**src/rtl/pipe_alu_fwd_if.sv**
```systemverilog
// Instruction, result and memory read-back signals of the forwarding ALU pipeline.
// in_valid is a pure qualifier with no ready: the pipeline never stalls, so every cycle with in_valid=1 is consumed.
interface pipe_alu_fwd_if #(
    parameter int WIDTH = 16,
    parameter int RAW   = 4,
    parameter int MAW   = 8
);
    logic             in_valid;
    logic [RAW-1:0]   rs1;
    logic [RAW-1:0]   rs2;
    logic [RAW-1:0]   rd;
    logic [3:0]       func;
    logic [MAW-1:0]   addr;
    logic [WIDTH-1:0] z;
    logic             z_valid;
    logic [MAW-1:0]   mem_raddr;
    logic [WIDTH-1:0] mem_rdata;

    modport master (
        output in_valid, rs1, rs2, rd, func, addr, mem_raddr,
        input  z, z_valid, mem_rdata
    );

    modport slave (
        input  in_valid, rs1, rs2, rd, func, addr, mem_raddr,
        output z, z_valid, mem_rdata
    );
endinterface

```
**src/rtl/pipe_alu_fwd.sv**
```systemverilog
// Three-register ALU pipeline: operand fetch with full forwarding, ALU, register
// write-back and memory store, plus a registered memory read-back port.
module pipe_alu_fwd #(
    parameter int WIDTH = 16,
    parameter int RAW   = 4,
    parameter int MAW   = 8
) (
    input  logic           clk,
    input  logic           rst,
    pipe_alu_fwd_if.slave  bus
);
    localparam int SW   = $clog2(WIDTH);
    localparam int NREG = 2 ** RAW;
    localparam int NMEM = 2 ** MAW;

    // Cleared by reset; the first edge after reset only arms the input.
    logic             armed;

    logic             p1_v;
    logic [WIDTH-1:0] p1_a;
    logic [WIDTH-1:0] p1_b;
    logic [RAW-1:0]   p1_rd;
    logic [3:0]       p1_func;
    logic [MAW-1:0]   p1_addr;

    logic             p2_v;
    logic [WIDTH-1:0] p2_z;
    logic [RAW-1:0]   p2_rd;
    logic [MAW-1:0]   p2_addr;

    logic             p3_v;
    logic [WIDTH-1:0] p3_z;
    logic [MAW-1:0]   p3_addr;

    logic [WIDTH-1:0] regbank [NREG];
    logic [WIDTH-1:0] mem     [NMEM];
    logic [WIDTH-1:0] mem_rdata_q;

    logic [WIDTH-1:0] alu_z;
    logic [WIDTH-1:0] fwd_a;
    logic [WIDTH-1:0] fwd_b;

    always_comb begin
        alu_z = '0;
        case (p1_func)
            4'd0:    alu_z = p1_a + p1_b;
            4'd1:    alu_z = p1_a - p1_b;
            4'd2:    alu_z = p1_a * p1_b;
            4'd3:    alu_z = p1_a;
            4'd4:    alu_z = p1_b;
            4'd5:    alu_z = p1_a & p1_b;
            4'd6:    alu_z = p1_a | p1_b;
            4'd7:    alu_z = p1_a ^ p1_b;
            4'd8:    alu_z = ~p1_a;
            4'd9:    alu_z = ~p1_b;
            4'd10:   alu_z = p1_a >> 1;
            4'd11:   alu_z = p1_a << 1;
            4'd12:   alu_z = p1_a >> p1_b[SW-1:0];
            4'd13:   alu_z = p1_a << p1_b[SW-1:0];
            4'd14:   alu_z = {{(WIDTH-1){1'b0}}, (p1_a < p1_b)};
            default: alu_z = '0;
        endcase
    end

    // Youngest writer wins: the instruction now in the ALU, then the one in P2, then the bank.
    always_comb begin
        fwd_a = regbank[bus.rs1];
        if (p1_v && p1_rd == bus.rs1)      fwd_a = alu_z;
        else if (p2_v && p2_rd == bus.rs1) fwd_a = p2_z;

        fwd_b = regbank[bus.rs2];
        if (p1_v && p1_rd == bus.rs2)      fwd_b = alu_z;
        else if (p2_v && p2_rd == bus.rs2) fwd_b = p2_z;
    end

    always_ff @(posedge clk) begin
        if (rst) begin
            armed   <= 1'b0;
            p1_v    <= 1'b0;
            p1_a    <= '0;
            p1_b    <= '0;
            p1_rd   <= '0;
            p1_func <= '0;
            p1_addr <= '0;
            p2_v    <= 1'b0;
            p2_z    <= '0;
            p2_rd   <= '0;
            p2_addr <= '0;
            p3_v    <= 1'b0;
            p3_z    <= '0;
            p3_addr <= '0;
            for (int k = 0; k < NREG; k++) regbank[k] <= WIDTH'(k);
        end else begin
            armed   <= 1'b1;
            p1_v    <= bus.in_valid & armed;
            p1_a    <= fwd_a;
            p1_b    <= fwd_b;
            p1_rd   <= bus.rd;
            p1_func <= bus.func;
            p1_addr <= bus.addr;
            p2_v    <= p1_v;
            p2_z    <= alu_z;
            p2_rd   <= p1_rd;
            p2_addr <= p1_addr;
            p3_v    <= p2_v;
            p3_z    <= p2_z;
            p3_addr <= p2_addr;
            if (p2_v) regbank[p2_rd] <= p2_z;
        end
    end

    // Memory contents survive reset; only the store is suppressed at a reset edge.
    always_ff @(posedge clk) begin
        if (!rst && p3_v) mem[p3_addr] <= p3_z;
    end

    always_ff @(posedge clk) begin
        if (rst) mem_rdata_q <= '0;
        else     mem_rdata_q <= mem[bus.mem_raddr];
    end

    assign bus.z         = p2_z;
    assign bus.z_valid   = p2_v;
    assign bus.mem_rdata = mem_rdata_q;
endmodule

```
**src/flat_wrapper.sv**
```systemverilog
// flat-port wrapper written by rule: the top's interface ports become plain ports
module pipe_alu_fwd_flat 
#(
    parameter int WIDTH = 16,
    parameter int RAW   = 4,
    parameter int MAW   = 8
)
  (clk, rst, bus_in_valid, bus_rs1, bus_rs2, bus_rd, bus_func, bus_addr, bus_mem_raddr, bus_z, bus_z_valid, bus_mem_rdata);
  pipe_alu_fwd_if #(.WIDTH(WIDTH), .RAW(RAW), .MAW(MAW)) bus_i ();
  input  logic clk;
  input  logic rst;
  input wire logic [$bits(bus_i.in_valid)-1:0] bus_in_valid;
  input wire logic [$bits(bus_i.rs1)-1:0] bus_rs1;
  input wire logic [$bits(bus_i.rs2)-1:0] bus_rs2;
  input wire logic [$bits(bus_i.rd)-1:0] bus_rd;
  input wire logic [$bits(bus_i.func)-1:0] bus_func;
  input wire logic [$bits(bus_i.addr)-1:0] bus_addr;
  input wire logic [$bits(bus_i.mem_raddr)-1:0] bus_mem_raddr;
  output wire logic [$bits(bus_i.z)-1:0] bus_z;
  output wire logic [$bits(bus_i.z_valid)-1:0] bus_z_valid;
  output wire logic [$bits(bus_i.mem_rdata)-1:0] bus_mem_rdata;
  assign bus_i.in_valid = bus_in_valid;
  assign bus_i.rs1 = bus_rs1;
  assign bus_i.rs2 = bus_rs2;
  assign bus_i.rd = bus_rd;
  assign bus_i.func = bus_func;
  assign bus_i.addr = bus_addr;
  assign bus_i.mem_raddr = bus_mem_raddr;
  assign bus_z = bus_i.z;
  assign bus_z_valid = bus_i.z_valid;
  assign bus_mem_rdata = bus_i.mem_rdata;
  pipe_alu_fwd #(.WIDTH(WIDTH), .RAW(RAW), .MAW(MAW)) u_core (.clk(clk), .rst(rst), .bus(bus_i));
endmodule
```
**config.mk**
```make
export PLATFORM = sky130hd
export DESIGN_NAME = pipe_alu_fwd_flat
export DESIGN_NICKNAME = d
export VERILOG_FILES = /design/src/rtl/pipe_alu_fwd_if.sv /design/src/rtl/pipe_alu_fwd.sv /design/src/flat_wrapper.sv
export SDC_FILE = /design/constraint.sdc
export NUM_CORES = 2
export LEC_CHECK = 0
export ABC_CLOCK_PERIOD_IN_PS = 19500
export BUFFER_PORTS_ARGS = -buffer_cell sky130_fd_sc_hd__buf_4
export CAP_MARGIN = 20
export CORE_MARGIN = 2
export CORE_UTILIZATION = 45
export CTS_BUF_LIST = sky130_fd_sc_hd__clkbuf_4 sky130_fd_sc_hd__clkbuf_8
export DETAILED_ROUTE_END_ITERATION = 12
export GPL_ROUTABILITY_DRIVEN = 0
export PLACE_DENSITY = 0.66
export SLEW_MARGIN = 20
export SYNTH_ARGS = -nofsm -noshare
export SYNTH_HDL_FRONTEND = slang
export SYNTH_MEMORY_MAX_BITS = 65536
export SYNTH_SLANG_ARGS = --single-unit
```
**constraint.sdc**
```tcl
create_clock -name clk -period 19.5 [get_ports clk]
set_input_delay 3.9 -clock clk [delete_from_list [all_inputs] [get_ports clk]]
set_output_delay 3.9 -clock clk [all_outputs]
set_load 0.05 [all_outputs]
```
==> flow_metrics.tcl <==
set metrics [dict create \
    grt_max_degree 193 \
    dp_cells 13800 \
    start_kind "input port" \
    slowest_stage "buf_4" \
    wl_per_cell_um 30.9 \
    skew_ns 0.113 \
    syn_inst 8581 \
    fin_crit_ns 8.23 \
    synth_edf_count 4352 \
    wirelength_mm 465 \
    setup_viol 0 \
    status "finished, final reports clean" \
    dpl_cell_area_sq_um 190000 \
    cp-end-kind "flop" \
    final_cell_area_sq_um 204000 \
    numCtsBuffers 697 \
    slowest_delay_ns 0.80 \
    core_sq_um 402000 \
    synth_top_flop_cell "edfxtp_1" \
    crit_type "input port to flop" \
    ios 68 \
    yosys-top-cells-count "edfxtp_1, mux4_2, nor2_1" \
    grt_pass1_vias 93200 \
    finalNonFillerCells 15100 \
    worstSetupStartpoint "bus_mem_raddr[0]" \
    hold_end "u_core.p2_addr[5]" \
    htree_levels 6 \
    ctsRootBufferMaster "clkbuf_8" \
    die_w_um 639 \
    ff2ff_setup_slack_ns 12.60 \
    antenna_found_initial 11 \
    rr_endpoint "u_core.bus.z[14]" \
    avgViaCountPerCell 6.07 \
    cts_hold_buf 0 \
    peakVddDrop_v 0.0000756 \
    fillers 31400 \
    hp-start "u_core.p1_addr[5]" \
    rsz0062_at_grt "no" \
    fmax_ghz 0.122 \
    maxSlewViolCount 0 \
    vias 91400 \
    drtPass1Iterations 7 \
    drive_gt1_share_pct 31.6 \
    synth_area_leader_cell "edfxtp_1" \
    tns_ns 0 \
    worstPathMaxFanout 99 \
    crit_family "buffers and inverters" \
    clkTransAtPathRegs_ns 0.06 \
    yosysSeqAreaShare_pct 73.3 \
    route.detailed.drc 0 \
    cts_setup_buffers 0 \
    syn_area_sq_um 182000 \
    cts_sinks 4472 \
    cts_tree "done" \
    fin_nets 9424 \
    drtIter0Drc 12500 \
    synthTopCellsByArea "edfxtp_1, mux4_2, dfxtp_1" \
    slew_headroom_pct 18.1 \
    cp_data_required_time_ns 20.58 \
    hold_depth 1 \
    ys_warn_count 0 \
    hold_viol 0 \
    synth_top_cell_area_share_pct 72.0 \
    overflow 0 \
    r2r_cells 22 \
    pwr_density_cell_nw_per_um2 97.8 \
    die_area_sq_um 408000 \
    syn-num-nets 8797 \
    clock_path_buffers 4 \
    place_hpwl_mm 265 \
    drv_cap 0 \
    num_rows 233 \
    cts_resized 0 \
    grt_pass1_wl_mm 665 \
    hold_path.class "flop to flop" \
    p_leak_uw 0.0665 \
    syn_to_final_growth_pct 12.3 \
    drtAntennaViolNets 0 \
    async_flop_share_pct 0 \
    port_buffers 67 \
    min_period_over_period_pct 42.2 \
    initial_utilization_pct 45.1 \
    worstPathCellList "buf_16 > buf_4 > buf_12 > buf_12 > mux4_2 > mux4_2 > a22oi_1 > nand2_1 > a21oi_1 > a211oi_1" \
    yosysMostFrequentCell "edfxtp_1" \
    worstMarginPinSlew_ns 1.23 \
    worstPathArrival_ns 9.31 \
    track_usage_pct 22.5 \
    clk_latency_ns 1.27 \
    path_buf_inv 4 \
    reg2reg_from "u_core.p1_b[5]" \
    synth-seq-cells 4472 \
    fp.dieH_um 639 \
    syn_area_per_cell_sq_um 21.2 \
    yosysUniqueCellTypes 70 \
]
-- state kept, by name, indices dropped and copies added (netlist names), 8 cells and up --
name and flops:
u_core.bus.z 16, u_core.p2_addr 8, u_core.p1_addr 8, u_core.p3_addr 8, u_core.p1_a 16, u_core.p3_z 16
u_core.mem 4096, u_core.regbank 256, u_core.p1_b 16, u_core.bus.mem_rdata 16
-- layout by cell type (no fill, tap or decap), types with 122 or more instances in the layout --
master / netlist / layout
a21oi_1: 122 / 122
a22oi_1: 145 / 145
and2_1: 233 / 232
buf_4: 13 / 437
clkbuf_4: 0 / 216
clkbuf_8: 0 / 719
clkinv_1: 7 / 172
edfxtp_1: 4352 / 4352
inv_1: 167 / 167
mux4_2: 1443 / 1443
nand2_1: 192 / 192
nor2_1: 437 / 392
-- worst max-delay path by stage --
stage / cells after the start / slack, ns / end
after global routing: 10 / 11.00 / u_core.bus.mem_rdata[8]
final: 10 / 11.27 / u_core.bus.mem_rdata[8]
after floorplan: 5 / 12.96 / u_core.regbank[12][0]
after CTS: 10 / 11.29 / u_core.bus.mem_rdata[5]
after global placement: 10 / 9.90 / u_core.bus.mem_rdata[8]
after detailed placement: 10 / 9.93 / u_core.bus.mem_rdata[8]
-- cell type report --
class / count / area, sq um / area share, %
Antenna cell: 7 / 17.5 / 0.00860
Clock buffer: 935 / 11500 / 5.65
Clock inverter: 316 / 2180 / 1.07
Inverter: 175 / 657 / 0.322
Multi-Input combinational cell: 3397 / 45800 / 22.5
Sequential cell: 4472 / 133000 / 65.3
Tap cell: 5287 / 6620 / 3.25
Timing Repair Buffer: 465 / 3830 / 1.88
-- report_power, final --
group	leakage [uW]	switching [uW]	total, uW	internal, uW
combinational	0.0170	867	1360	496
sequential	0.0422	120	10800	10700
clock	0.00725	3680	7770	4090
total	0.0665	4670	19900	15300
-- layer usage --
layer / vias to the layer above / global-route usage [%] / part of all wire, %
met2: 4893 / 36.3 / 48
met3: 897 / 4.87 / 9.4
met4: 8 / 7.17 / 3.4
met5: - / 0 / 0.012
li1: 36900 / - / -
met1: 48600 / 30.8 / 39
-- cell families after synthesis --
family,count (synthesis),synth area share (%)
mux,1505,18.2
fa+ha+maj,181,1.58
flops,4472,73.3
compound gates,542,2.01
buf+inv,712,1.61
xor+xnor,66,0.326
simple gates,1103,2.91
-- metrics by stage --
step	hold WS [ns]	total power (uW)	util, %	worst slack, ns
after floorplan	0.414	11900	-	12.96
after global placement	0.422	12300	47.2	9.90
after detailed placement	0.425	12300	47.2	9.93
after CTS	0.439	20000	50.6	11.29
after global routing	0.451	20600	50.6	11.00
final	0.436	19900	50.6	11.27
Power figures use the tool's default switching activity.
